[config.mk]
export PLATFORM = sky130hd
export DESIGN_NAME = mem_sequencer
export DESIGN_NICKNAME = d
export VERILOG_FILES = /design/src/rtl/mem_sequencer.sv
export SDC_FILE = /design/constraint.sdc
export NUM_CORES = 1
export LEC_CHECK = 0
export ABC_AREA = 1
export BUFFER_PORTS_ARGS = -buffer_cell sky130_fd_sc_hd__buf_2
export CORE_MARGIN = 1
export CORE_UTILIZATION = 45
export DETAILED_ROUTE_END_ITERATION = 6
export GPL_TIMING_DRIVEN = 0
export PLACE_DENSITY_LB_ADDON = 0.1
export SYNTH_ARGS = -nofsm -noshare
export SYNTH_HDL_FRONTEND = slang
export SYNTH_SLANG_ARGS = --single-unit
[constraint.sdc]
create_clock -name clk -period 2.5 [get_ports clk]
set_input_delay 0.125 -clock clk [delete_from_list [all_inputs] [get_ports clk]]
set_output_delay 0.125 -clock clk [all_outputs]
set_load 0.05 [all_outputs]
[src/rtl/mem_sequencer.sv]
// Byte-wide memory sequencer: arbitrates CPU and loader requests and walks the
// MAR/MDR/RAM strobe sequence for byte and big-endian 16-bit transfers.
module mem_sequencer (
    input  logic        clk,
    input  logic        rst,
    input  logic        cpu_req,
    input  logic        cpu_we,
    input  logic        cpu_wide,
    input  logic [15:0] cpu_addr,
    input  logic [15:0] cpu_wdata,
    input  logic        ld_req,
    input  logic [15:0] ld_addr,
    input  logic [7:0]  ld_wdata,
    output logic        cpu_gnt,
    output logic        ld_gnt,
    output logic        cpu_done,
    output logic        ld_done,
    input  logic [15:0] mem_out,
    output logic [15:0] rd_data,
    output logic        mar_loadh,
    output logic        mar_loadl,
    output logic        mdr_load,
    output logic        ram_load,
    output logic        ram_enh,
    output logic        ram_enl,
    output logic [15:0] bus_out
);

    typedef enum logic [2:0] {
        S_IDLE, S_ADDR, S_DATA, S_WR, S_RDH, S_RDL, S_DONE
    } state_t;

    state_t      r_state;
    logic        r_phase;
    logic        r_owner_ld;
    logic        r_last_ld;
    logic        r_we;
    logic        r_wide;
    logic [15:0] r_addr;
    logic [15:0] r_wdata;

    state_t      w_nxt_state;
    logic        w_nxt_phase;
    logic        w_nxt_owner_ld;
    logic        w_nxt_last_ld;
    logic        w_nxt_we;
    logic        w_nxt_wide;
    logic [15:0] w_nxt_addr;
    logic [15:0] w_nxt_wdata;
    logic        w_pick_ld;

    logic        w_cpu_gnt;
    logic        w_ld_gnt;
    logic        w_cpu_done;
    logic        w_ld_done;
    logic        w_mar_load;
    logic        w_mdr_load;
    logic        w_ram_load;
    logic        w_ram_enh;
    logic        w_ram_enl;
    logic [15:0] w_bus;

    // Round robin: loader wins a tie unless it was the last one served.
    assign w_pick_ld = ld_req & (~cpu_req | ~r_last_ld);

    always_comb begin
        w_nxt_state    = r_state;
        w_nxt_phase    = r_phase;
        w_nxt_owner_ld = r_owner_ld;
        w_nxt_last_ld  = r_last_ld;
        w_nxt_we       = r_we;
        w_nxt_wide     = r_wide;
        w_nxt_addr     = r_addr;
        w_nxt_wdata    = r_wdata;
        case (r_state)
            S_IDLE: begin
                if (cpu_req | ld_req) begin
                    w_nxt_state    = S_ADDR;
                    w_nxt_phase    = 1'b0;
                    w_nxt_owner_ld = w_pick_ld;
                    w_nxt_last_ld  = w_pick_ld;
                    if (w_pick_ld) begin
                        w_nxt_we    = 1'b1;
                        w_nxt_wide  = 1'b0;
                        w_nxt_addr  = ld_addr;
                        w_nxt_wdata = {8'h00, ld_wdata};
                    end else begin
                        w_nxt_we    = cpu_we;
                        w_nxt_wide  = cpu_wide;
                        w_nxt_addr  = cpu_addr;
                        w_nxt_wdata = cpu_wdata;
                    end
                end
            end
            S_ADDR: begin
                if (r_we)
                    w_nxt_state = S_DATA;
                else if (r_wide & ~r_phase)
                    w_nxt_state = S_RDH;
                else
                    w_nxt_state = S_RDL;
            end
            S_DATA: w_nxt_state = S_WR;
            S_WR: begin
                if (r_wide & ~r_phase) begin
                    w_nxt_state = S_ADDR;
                    w_nxt_phase = 1'b1;
                end else begin
                    w_nxt_state = S_DONE;
                end
            end
            S_RDH: begin
                w_nxt_state = S_ADDR;
                w_nxt_phase = 1'b1;
            end
            S_RDL:   w_nxt_state = S_DONE;
            S_DONE:  w_nxt_state = S_IDLE;
            default: w_nxt_state = S_IDLE;
        endcase
    end

    // Outputs are decoded from the next state so they register in step with it.
    always_comb begin
        w_mar_load = 1'b0;
        w_mdr_load = 1'b0;
        w_ram_load = 1'b0;
        w_ram_enh  = 1'b0;
        w_ram_enl  = 1'b0;
        w_bus      = 16'h0000;
        case (w_nxt_state)
            S_ADDR: begin
                w_mar_load = 1'b1;
                w_bus      = w_nxt_addr + {15'd0, w_nxt_phase};
            end
            S_DATA: begin
                w_mdr_load = 1'b1;
                w_bus      = {8'h00, (w_nxt_wide & ~w_nxt_phase) ? w_nxt_wdata[15:8]
                                                                 : w_nxt_wdata[7:0]};
            end
            S_WR:    w_ram_load = 1'b1;
            S_RDH:   w_ram_enh  = 1'b1;
            S_RDL:   w_ram_enl  = 1'b1;
            default: ;
        endcase
        w_ld_gnt   = (w_nxt_state != S_IDLE) &  w_nxt_owner_ld;
        w_cpu_gnt  = (w_nxt_state != S_IDLE) & ~w_nxt_owner_ld;
        w_ld_done  = (w_nxt_state == S_DONE) &  w_nxt_owner_ld;
        w_cpu_done = (w_nxt_state == S_DONE) & ~w_nxt_owner_ld;
    end

    always_ff @(posedge clk) begin
        r_addr  <= w_nxt_addr;
        r_wdata <= w_nxt_wdata;
        if (rst) begin
            r_state    <= S_IDLE;
            r_phase    <= 1'b0;
            r_owner_ld <= 1'b0;
            r_last_ld  <= 1'b0;
            r_we       <= 1'b0;
            r_wide     <= 1'b0;
            cpu_gnt    <= 1'b0;
            ld_gnt     <= 1'b0;
            cpu_done   <= 1'b0;
            ld_done    <= 1'b0;
            mar_loadh  <= 1'b0;
            mar_loadl  <= 1'b0;
            mdr_load   <= 1'b0;
            ram_load   <= 1'b0;
            ram_enh    <= 1'b0;
            ram_enl    <= 1'b0;
            bus_out    <= 16'h0000;
        end else begin
            r_state    <= w_nxt_state;
            r_phase    <= w_nxt_phase;
            r_owner_ld <= w_nxt_owner_ld;
            r_last_ld  <= w_nxt_last_ld;
            r_we       <= w_nxt_we;
            r_wide     <= w_nxt_wide;
            cpu_gnt    <= w_cpu_gnt;
            ld_gnt     <= w_ld_gnt;
            cpu_done   <= w_cpu_done;
            ld_done    <= w_ld_done;
            mar_loadh  <= w_mar_load;
            mar_loadl  <= w_mar_load;
            mdr_load   <= w_mdr_load;
            ram_load   <= w_ram_load;
            ram_enh    <= w_ram_enh;
            ram_enl    <= w_ram_enl;
            bus_out    <= w_bus;
        end
    end

    assign rd_data = mem_out;

endmodule

Yosys cells after proc, flatten, opt, wreduce, memory -nomap -nowiden

Index checks and enable logic that the tools add are counted.

Register bits after elaboration: 65
Input port bits: 78
Output and inout port bits: 42
Logic and storage cells: 74

$add $sub $neg: 1
Equal/unequal tests: 11
Muxes and demuxes: 27
Bitwise operators: 14
Reductions and logical operators: 3

Operators with widths:

| operator                                                        | count |
|---|---|
| 16-bit two-way mux                                              | 6 |
| 16-bit case mux with 2 select lines                             | 1 |
| 3-bit case mux with 6 select lines                              | 1 |
| 16-bit by 1-bit adder with 16-bit output                        | 1 |
| 3-bit == test, second input constant                            | 5 |
| 1-bit two-way mux                                               | 14 |
| 3-bit by 2-bit == test with 1-bit output, second input constant | 4 |
| 3-bit two-way mux                                               | 3 |
| 8-bit two-way mux                                               | 1 |
| 1-bit bitwise AND                                               | 7 |
| 3-bit by 1-bit == test with 1-bit output, second input constant | 2 |
| 1-bit NOT                                                       | 5 |
| 3-bit logical NOT                                               | 1 |
| 1-bit case mux with 3 select lines                              | 1 |
| 3-bit nonzero test                                              | 1 |
| 1-bit OR                                                        | 2 |
| 2-bit AND reduction                                             | 1 |

Logic depth before layout (Yosys ltp)

Gate-level depths: netlist of the first run.

Depth after elaboration: 9
Depth in mapped cells: 16
Depth with buffers taken out: 15

Least setup slack after synthesis of the first run

No wires, ideal clock.

Kind: register to register
Start point: reg r_last_ld
End point: reg bus_out[12]
Setup time: 115 ps
Arrival time: 2046 ps
Data required time: 2385 ps
Path slack: 339 ps
Stages on the path, launching flop included: 15
Path buffers: 3
Period minus slack after synthesis: 2161 ps
Cells stage by stage: dfxtp_1 nand2_2 nand2_4 buf_6 buf_6 buf_6 o21ai_0 o21ai_0 ha_1 ha_1 nand2_2 nor2_4 nand2_2 o21ai_1 nor2_1

Cells in the longest elaborated chain, start to end: 8

RTL lines:

| item                                     | RTL line | text |
|---|---|---|
| start, declared                          | 36       | `logic r_last_ld;` |
| start signal, assigned                   | 176      | `r_last_ld <= w_nxt_last_ld;` |
| 1-bit NOT                                | 64       | `assign w_pick_ld = ld_req & (~cpu_req \| ~r_last_ld);` |
| 1-bit OR                                 | 64       |  |
| 1-bit bitwise AND                        | 64       |  |
| 16-bit two-way mux                       | 82       | `if (w_pick_ld) begin` |
| 16-bit two-way mux                       | 77       | `if (cpu_req \| ld_req) begin` |
| 16-bit two-way mux                       | 75       | `case (r_state)` |
| net w_nxt_addr[0]                        | 48       | `logic [15:0] w_nxt_addr;` |
| 16-bit by 1-bit adder with 16-bit output | 133      | `w_bus = w_nxt_addr + {15'd0, w_nxt_phase};` |
| 16-bit case mux with 2 select lines      | 130      | `case (w_nxt_state)` |
| end signal, assigned                     | 189      | `bus_out <= w_bus;` |
| end, declared                            | 26       | `output logic [15:0] bus_out` |

The timed path passes the listed nets, and every way through them passes these cells.
A chain may end at the register's enable or synchronous reset.

Final worst setup path of the first run

Start point: reg r_state[0]
End point: reg bus_out[12]

Cells in the longest elaborated chain, start to end: 4
Elaborated cells on any way between the ends: 14
Those cells by class: add/sub: 1; eq/ne: 7; mux: 5; reduce/logical: 1

RTL lines:

| item                                     | RTL line | text |
|---|---|---|
| start, declared                          | 33       | `state_t r_state;` |
| start signal, assigned                   | 173      | `r_state <= w_nxt_state;` |
| 3-bit logical NOT                        | 75       |  |
| 16-bit two-way mux                       | 75       |  |
| net w_nxt_addr[0]                        | 48       |  |
| 16-bit by 1-bit adder with 16-bit output | 133      |  |
| 16-bit case mux with 2 select lines      | 130      |  |

The timed path passes the listed nets, and every way through them passes these cells.

==> flow_summary_export.csv, run 1 <==
group,metric,value,unit
global_route,grt.total_usage,23.26,%
routing,vias,3573,
setup_path,crit_chain,"nor2_4 > nand2_2 > nor2_4 > buf_8 > buf_6 > o21ai_0 > o21ai_1 > ha_2 > ha_1 > nand2_2 > nor2_4 > nand2_2 > o21ai_1 > nor2_1",
placement,hpwlAfterDp,6957,um
global_route,grt_start_max_net_pins,11,
setup_path,r2r_cells,14,
floorplanning,dieArea,8225,um^2
setup_path,critPathBufInv,2,
power_and_ir_drop,internal-power,2.901,mW
synth,synth_area,3540,um^2
synth,async_flop_share,0,%
global_route,grt_pass1_wl,15220,um
power_and_ir_drop,power_frac_clock,13.6,%
clock_network,cts_tree,"done",
setup_path,slowest_stage,"dfxtp_2",
timing,worstMarginPinSlew,0.6102,ns
synth,synth-edff-count,0,
clock_network,clk_pin_slew,0.07,ns
placement,routabilityCongestion,0.8359,
clock_network,htree_levels,3,
floorplanning,core,7408,um^2
synth,synth_seq_cells,65,
min_path,hold_path_depth,3,
timing,maxSlewHeadroom,59.17,%
routing,wire_per_inst,12.16,um
placement,pre_cts_slack,-0.05229,ns
floorplanning,ios,120,
setup_path,critPathRequiredTime,2.73,ns
clock_network,cts_buffer_depth,2,
power_and_ir_drop,pwr_density_cell,1289,nW/um^2
timing,fin_skew,0.005215,ns
clock_network,insertion_delay,0.33,ns
floorplanning,start_util,47.78,%
synth,yosysTopAreaCellShare,36.76,%
setup_path,worstPathArrival,2.51,ns
timing,fin_crit_sh,91.51,%
cells_and_area,syn_to_final_growth,23.65,%
clock_network,cts_root_buffer,"clkbuf_8",
synth,syn_avg_cell_area,6.820,um^2
floorplanning,rows,31,
setup_path,reg2reg_slack,0.21,ns
routing,first_pass_iters,5,
timing,hold_viol_final,0,
power_and_ir_drop,p_leak,2.373,nW
timing,rsz0062_at_grt,"false",
routing,drtIter0Drc,186,
setup_path,critical_path.endpoint_type,"flop",
synth,synth_most_common_cell,"nand2_1",
routing,route.antenna.remaining_nets,0,
floorplanning,die_width,90.69,um
timing,whs,0.05429,ns
synth,synth_seq_area_share,36.76,%
routing,drt-total-wl,8960,um
synth,ys.flop_type,"dfxtp_1",
setup_path,cp_max_fo,10,
setup_path,crit_family,"simple AND/OR/NAND/NOR gates",
synth,synthTopCellsByArea,"dfxtp_1, nand2_1, inv_1",
power_and_ir_drop,seqPwrFrac,28.9,%
synth,synth_cell_type_count,33,
timing,setup_viol,0,
cells_and_area,antennaDiodeCount,0,
timing,clock.fmax,0.4371,GHz
routing,drc,0,
min_path,hp-class,"input pin to flop",
timing,finalCriticalPeriod,2.288,ns
setup_path,critPathKind,"flop to flop",
setup_path,worst_setup_path_start_kind,"flop",
cells_and_area,stdcell_area,4377,um^2
floorplanning,die_y,90.69,um
synth,syn_inst,519,
power_and_ir_drop,max-vdd-ir-drop,0.7282,mV
global_route,grt.overflow.total,0,
routing,viasPerCell,4.848,
timing,worst_slack,0.2122,ns
cells_and_area,nets,715,
global_route,grt_pass1_vias,3310,
synth,ys_top_cells_by_count,"nand2_1, dfxtp_1, inv_1",
synth,ys_warn_count,0,
min_path,hold_start,"cpu_we",
outcome,outcome,"finished, final reports clean",
setup_path,worst_path_largest_cell_delay,0.36,ns
power_and_ir_drop,comb_power_share,57.5,%
job,maxCapViolations,0,
clock_network,numCtsBuffers,9,
clock_network,cts_hold_buf,0,
clock_network,cts.sinks,65,
power_and_ir_drop,p_sw_share,48.57,%
global_route,antenna_found_initial,0,
setup_path,reg2reg_to,"bus_out[12]$_SDFF_PP0_",
cells_and_area,drive_above_1_share,31.35,%
timing,drv_slew,0,
placement,place_area,4174,um^2
synth,synth.largest_area_cell,"dfxtp_1",
min_path,min_to,"r_we$_SDFFE_PP0P_",
synth,syn_nets,599,
placement,portBuffers,102,
setup_path,reg2reg_from,"r_state[0]$_SDFF_PP0_",
power_and_ir_drop,power.net_switching,2.740,mW
[layout make-up]
type	count	area (um^2)
plain buffers	36	276.5
fillers	724	3032
repair buffers	107	548.0
flip-flops and latches	65	1304
clock buffers	11	151.4
inverters	66	247.7
clock inverters	3	17.52
well taps	99	123.9
multi-input cells	350	1708
[worst max path at each step]
stage	startpoint	end	slack, ns	cells past startpoint
6_report	r_state[0]$_SDFF_PP0_	bus_out[12]$_SDFF_PP0_	0.21	14
5_1_grt	r_last_ld$_SDFFE_PP0P_	bus_out[12]$_SDFF_PP0_	0.01	14
4_1_cts	r_last_ld$_SDFFE_PP0P_	bus_out[12]$_SDFF_PP0_	0.02	14
3_5_place_dp	r_last_ld$_SDFFE_PP0P_	bus_out[12]$_SDFF_PP0_	-0.05	14
3_3_place_gp	r_last_ld$_SDFFE_PP0P_	bus_out[12]$_SDFF_PP0_	-0.02	14
2_1_floorplan	r_last_ld$_SDFFE_PP0P_	bus_out[12]$_SDFF_PP0_	0.34	14
[placed cells by master, fill, tap and decap left out, drive strengths merged]
master	Yosys	routed
a21oi	14	14
a22oi	7	7
a31oi	2	2
and2	2	2
and3	1	1
buf	37	139
clkbuf	1	15
clkinv	1	3
clkinvlp	0	1
dfxtp	65	65
ha	2	2
inv	65	65
nand2	175	175
nand3	46	46
nand3b	7	7
nand4	2	2
nor2	54	54
nor3	3	3
o211ai	9	9
o21a	8	8
o21ai	14	14
or2	4	4
[state kept, by name, indices dropped and copies added, names as in the netlist, 3 cells and up]
signal	cells
bus_out	16
r_addr	16
r_state	3
r_wdata	16
[metrics by stage]
step	TNS (ns)	std cells	utilization [%]	power, mW
floorplan	0	519	-	4.075
global placement	-0.02470	720	56.34	4.770
detailed placement	-0.1077	720	56.34	4.814
CTS	0	734	58.66	5.611
global route	0	737	59.08	6.121
finish	0	737	59.08	5.641
[cells by family after synthesis]
kind of cell / Yosys count / synth area share (%)
AO/OA/AOI/OAI: 54 / 9.508
adder cells (fa/ha/maj): 2 / 0.7069
buffers and inverters: 104 / 15.06
flip-flops: 65 / 36.76
AND/OR/NAND/NOR: 294 / 37.96
[layer usage]
layer / wire length, um / track usage [%] / vias to the layer above
met4: 63 / 4.839 / 0
met1: 3842 / 27.11 / 1610
met3: 565 / 6.313 / 6
li1: - / - / 1833
met5: 0 / 0 / -
met2: 4489 / 42.23 / 124
[power groups by stage]
stage          combinational, mW  sequential, mW  clock (mW)
4_1_cts                     3.20            1.63       0.787
3_3_place_gp                3.14            1.63           0
3_5_place_dp                3.17            1.64           0
6_report                    3.25            1.63       0.766
2_1_floorplan               2.05            2.02           0
5_1_grt                     3.61            1.67       0.839
[worst min-delay path, delay by kind of cell]
family	cells	cell delay [ns]
simple gates	2	0.14
buf+inv	1	0.08
[timing repair]
item,CTS,global route
pin swaps,1,4
resized for setup,2,5
setup buffers,0,5
hold endpoints to repair,0,0
setup endpoints to repair,4,9
No activity file was read; power rests on OpenSTA's default activity.
==> inputs of run 2 (changes only) <==
--- a/config.mk
+++ b/config.mk
@@ -7,6 +7,7 @@
 export LEC_CHECK = 0
 export ABC_AREA = 1
 export BUFFER_PORTS_ARGS = -buffer_cell sky130_fd_sc_hd__buf_2
+export CORE_ASPECT_RATIO = 1.2
 export CORE_MARGIN = 1
 export CORE_UTILIZATION = 45
 export DETAILED_ROUTE_END_ITERATION = 6
==> constraint.sdc (replaced) <==
create_clock -name clk -period 1.95 [get_ports clk]
set_input_delay 0.0975 -clock clk [delete_from_list [all_inputs] [get_ports clk]]
set_output_delay 0.0975 -clock clk [all_outputs]
set_load 0.05 [all_outputs]
==> run 2 against run 1 <==
  * The flow now finishes with violations (negative setup slack)
  * Cell area increased by 8.7%
  * Critical path depth increased by 1
  * Combinational power increased by 50%
  * Final cell count increased by 2.0%
  * Core utilization increased by 3.0 points
  * Die area about the same
  * Sequential cell count unchanged
  * Non-clock buffer count increased by 20
  * Sequential power increased by 28%
  * Highest routed layer unchanged
==> flow_summary_export.csv, run 2 (synthesis gave the netlist of run 1 again) <==
group,metric,value,unit
outcome,outcome,"finished, violations left",
outcome,violations,"negative setup slack",
cells_and_area,filler_cell_count,703,
routing,drt-total-wl,9717,um
setup_path,critPathKind,"flop to flop",
min_path,hold_start,"ld_wdata[3]",
cells_and_area,syn_to_final_growth,34.36,%
clock_network,insertion_delay,0.35,ns
cells_and_area,multi_input_area,1843,um^2
global_route,grt_pass1_vias,3386,
timing,worstMarginPinSlew,0.6641,ns
cells_and_area,layout_common_cells,"nand2_1, buf_2, dfxtp_1",
setup_path,reg2reg_to,"bus_out[10]$_SDFF_PP0_",
job,maxCapViolations,0,
floorplanning,rows,35,
timing,fin_skew,0.01151,ns
cells_and_area,mostFrequentLayoutCell,"nand2_1",
cells_and_area,nets,735,
placement,pre_cts_slack,-0.3987,ns
global_route,grt_start_max_net_pins,19,
timing,worst_slack,-0.1428,ns
floorplanning,die_width,82.96,um
setup_path,critPathRequiredTime,2.24,ns
clock_network,cts_tree,"done",
setup_path,reg2reg_from,"r_state[0]$_SDFF_PP0_",
timing,drv_slew,0,
clock_network,clk_pin_slew,0.08,ns
timing,maxSlewHeadroom,55.56,%
setup_path,crit_chain,"nor2_4 > nand2_2 > nor2_4 > buf_8 > buf_8 > o21ai_4 > o21ai_4 > ha_4 > ha_4 > nand2_4 > nor2_4 > nand2_2 > nand2_1 > nand2_1 > nor2_1",
power_and_ir_drop,max-vdd-ir-drop,1.146,mV
timing,clock.fmax,0.4778,GHz
cells_and_area,antennaDiodeCount,0,
min_path,hp-class,"input pin to flop",
clock_network,htree_levels,3,
cells_and_area,top_regs,"bus_out (16), r_addr (16), r_wdata (16)",
power_and_ir_drop,pwr_density_cell,1726,nW/um^2
routing,route.antenna.remaining_nets,0,
cells_and_area,drive_above_1_share,36.21,%
global_route,grt.total_usage,23.93,%
setup_path,worst_path_largest_cell_delay,0.35,ns
setup_path,path_common_cell,"nor2_4",
min_path,min_to,"r_wdata[3]$_DFF_P_",
setup_path,r2r_cells,15,
routing,first_pass_iters,4,
placement,hpwlAfterDp,6955,um
setup_path,crit_family,"simple AND/OR/NAND/NOR gates",
cells_and_area,final_core_util,62.06,%
placement,routabilityCongestion,0.9280,
global_route,grt.overflow.total,0,
global_route,antenna_found_initial,0,
setup_path,critPathBufInv,2,
clock_network,numCtsBuffers,9,
timing,setup_viol,14,
timing,rsz0062_at_grt,"true",
clock_network,cts_buffer_depth,2,
min_path,hold_path_depth,3,
setup_path,slowest_stage,"dfxtp_4",
setup_path,cp_max_fo,5,
clock_network,cts.sinks,65,
routing,drtIter0Drc,134,
cells_and_area,ff_latch_area,1310,um^2
floorplanning,ios,120,
routing,vias,3671,
setup_path,worst_setup_path_start_kind,"flop",
floorplanning,die_y,99.16,um
placement,portBuffers,102,
floorplanning,start_util,46.19,%
clock_network,cts_root_buffer,"clkbuf_8",
setup_path,reg2reg_slack,-0.14,ns
timing,finalCriticalPeriod,2.093,ns
routing,drc,0,
setup_path,worstPathArrival,2.38,ns
timing,hold_viol_final,0,
timing,fin_crit_sh,107.3,%
routing,viasPerCell,4.882,
global_route,grt_pass1_wl,15510,um
floorplanning,core,7664,um^2
setup_path,critical_path.endpoint_type,"flop",
floorplanning,dieArea,8226,um^2
timing,fin_setup_tns,-1.087,ns
power_and_ir_drop,p_leak,2.540,nW
routing,wire_per_inst,12.92,um
[run 2: cell count changes in the layout (fill, tap and decap cells not counted), sizes merged]
cell / delta
buf: +22
clkbuf: -3
bufinv: +2
dlygate4sd3: +1
[run 2: metal layers]
layer  vias to the layer above  global-route usage [%]  wire length [um]
li1                       1879                       -                 -
met1                      1665                   26.53              4011
met2                       109                   45.15              5104
met3                        18                   3.900               402
met4                         0                   9.947               199
met5                         -                       0                 0
[run 2: layout make-up]
cell class | instances | share of cell area (%)
clock buffers | 11 | 2.762
multi-input cells | 350 | 38.75
well taps | 92 | 2.420
inverters | 66 | 5.262
plain buffers | 36 | 6.472
repair buffers | 127 | 15.07
flip-flops and latches | 65 | 27.55
clock inverters | 5 | 1.710
[run 2: power by group]
part	total (mW)	switching (mW)	internal, mW
registers	2.09	0.192	1.90
logic	4.87	3.15	1.72
clock network	1.25	0.530	0.720
total	8.21	3.88	4.33
[run 2: through the flow]
stage               area, um^2  hold WS [ns]  total power [mW]  instances
floorplan                 3572        0.2396             5.272        519
CTS                       4612       0.01883             7.893        745
global route              4756       0.02374             8.809        752
finish                    4756       0.02472             8.207        752
detailed placement        4198        0.3479             6.259        713
global placement          4198        0.3449             6.189        713
[run 2: worst max-delay path by stage]
stage / startpoint / to / slack (ns) / cells after the start
floorplan: r_state[0]$_SDFF_PP0_ / bus_out[12]$_SDFF_PP0_ / -0.12 / 14
global placement: r_last_ld$_SDFFE_PP0P_ / bus_out[12]$_SDFF_PP0_ / -0.37 / 13
detailed placement: r_last_ld$_SDFFE_PP0P_ / bus_out[13]$_SDFF_PP0_ / -0.40 / 11
CTS: r_state[1]$_SDFF_PP0_ / bus_out[10]$_SDFF_PP0_ / -0.05 / 15
global route: r_state[0]$_SDFF_PP0_ / bus_out[12]$_SDFF_PP0_ / -0.25 / 14
finish: r_state[0]$_SDFF_PP0_ / bus_out[10]$_SDFF_PP0_ / -0.14 / 15
[run 2: worst reg2reg max path, cell delays in order (launching register included)]
cell and delay, ns:
dfxtp_4 0.35, nor2_4 0.14, nand2_2 0.09, nor2_4 0.13, buf_8 0.11, buf_8 0.10
o21ai_4 0.06, o21ai_4 0.18, ha_4 0.19, ha_4 0.14, nand2_4 0.08, nor2_4 0.15
nand2_2 0.08, nand2_1 0.06, nand2_1 0.07, nor2_1 0.09
[run 2: timing repair]
item | CTS | global route
setup endpoints to repair | 15 | 16
gates resized for setup | 22 | 18
hold buffers | 1 | 0
hold endpoints to repair | 1 | 0
setup buffers | 17 | 7
pin swaps | 14 | 16
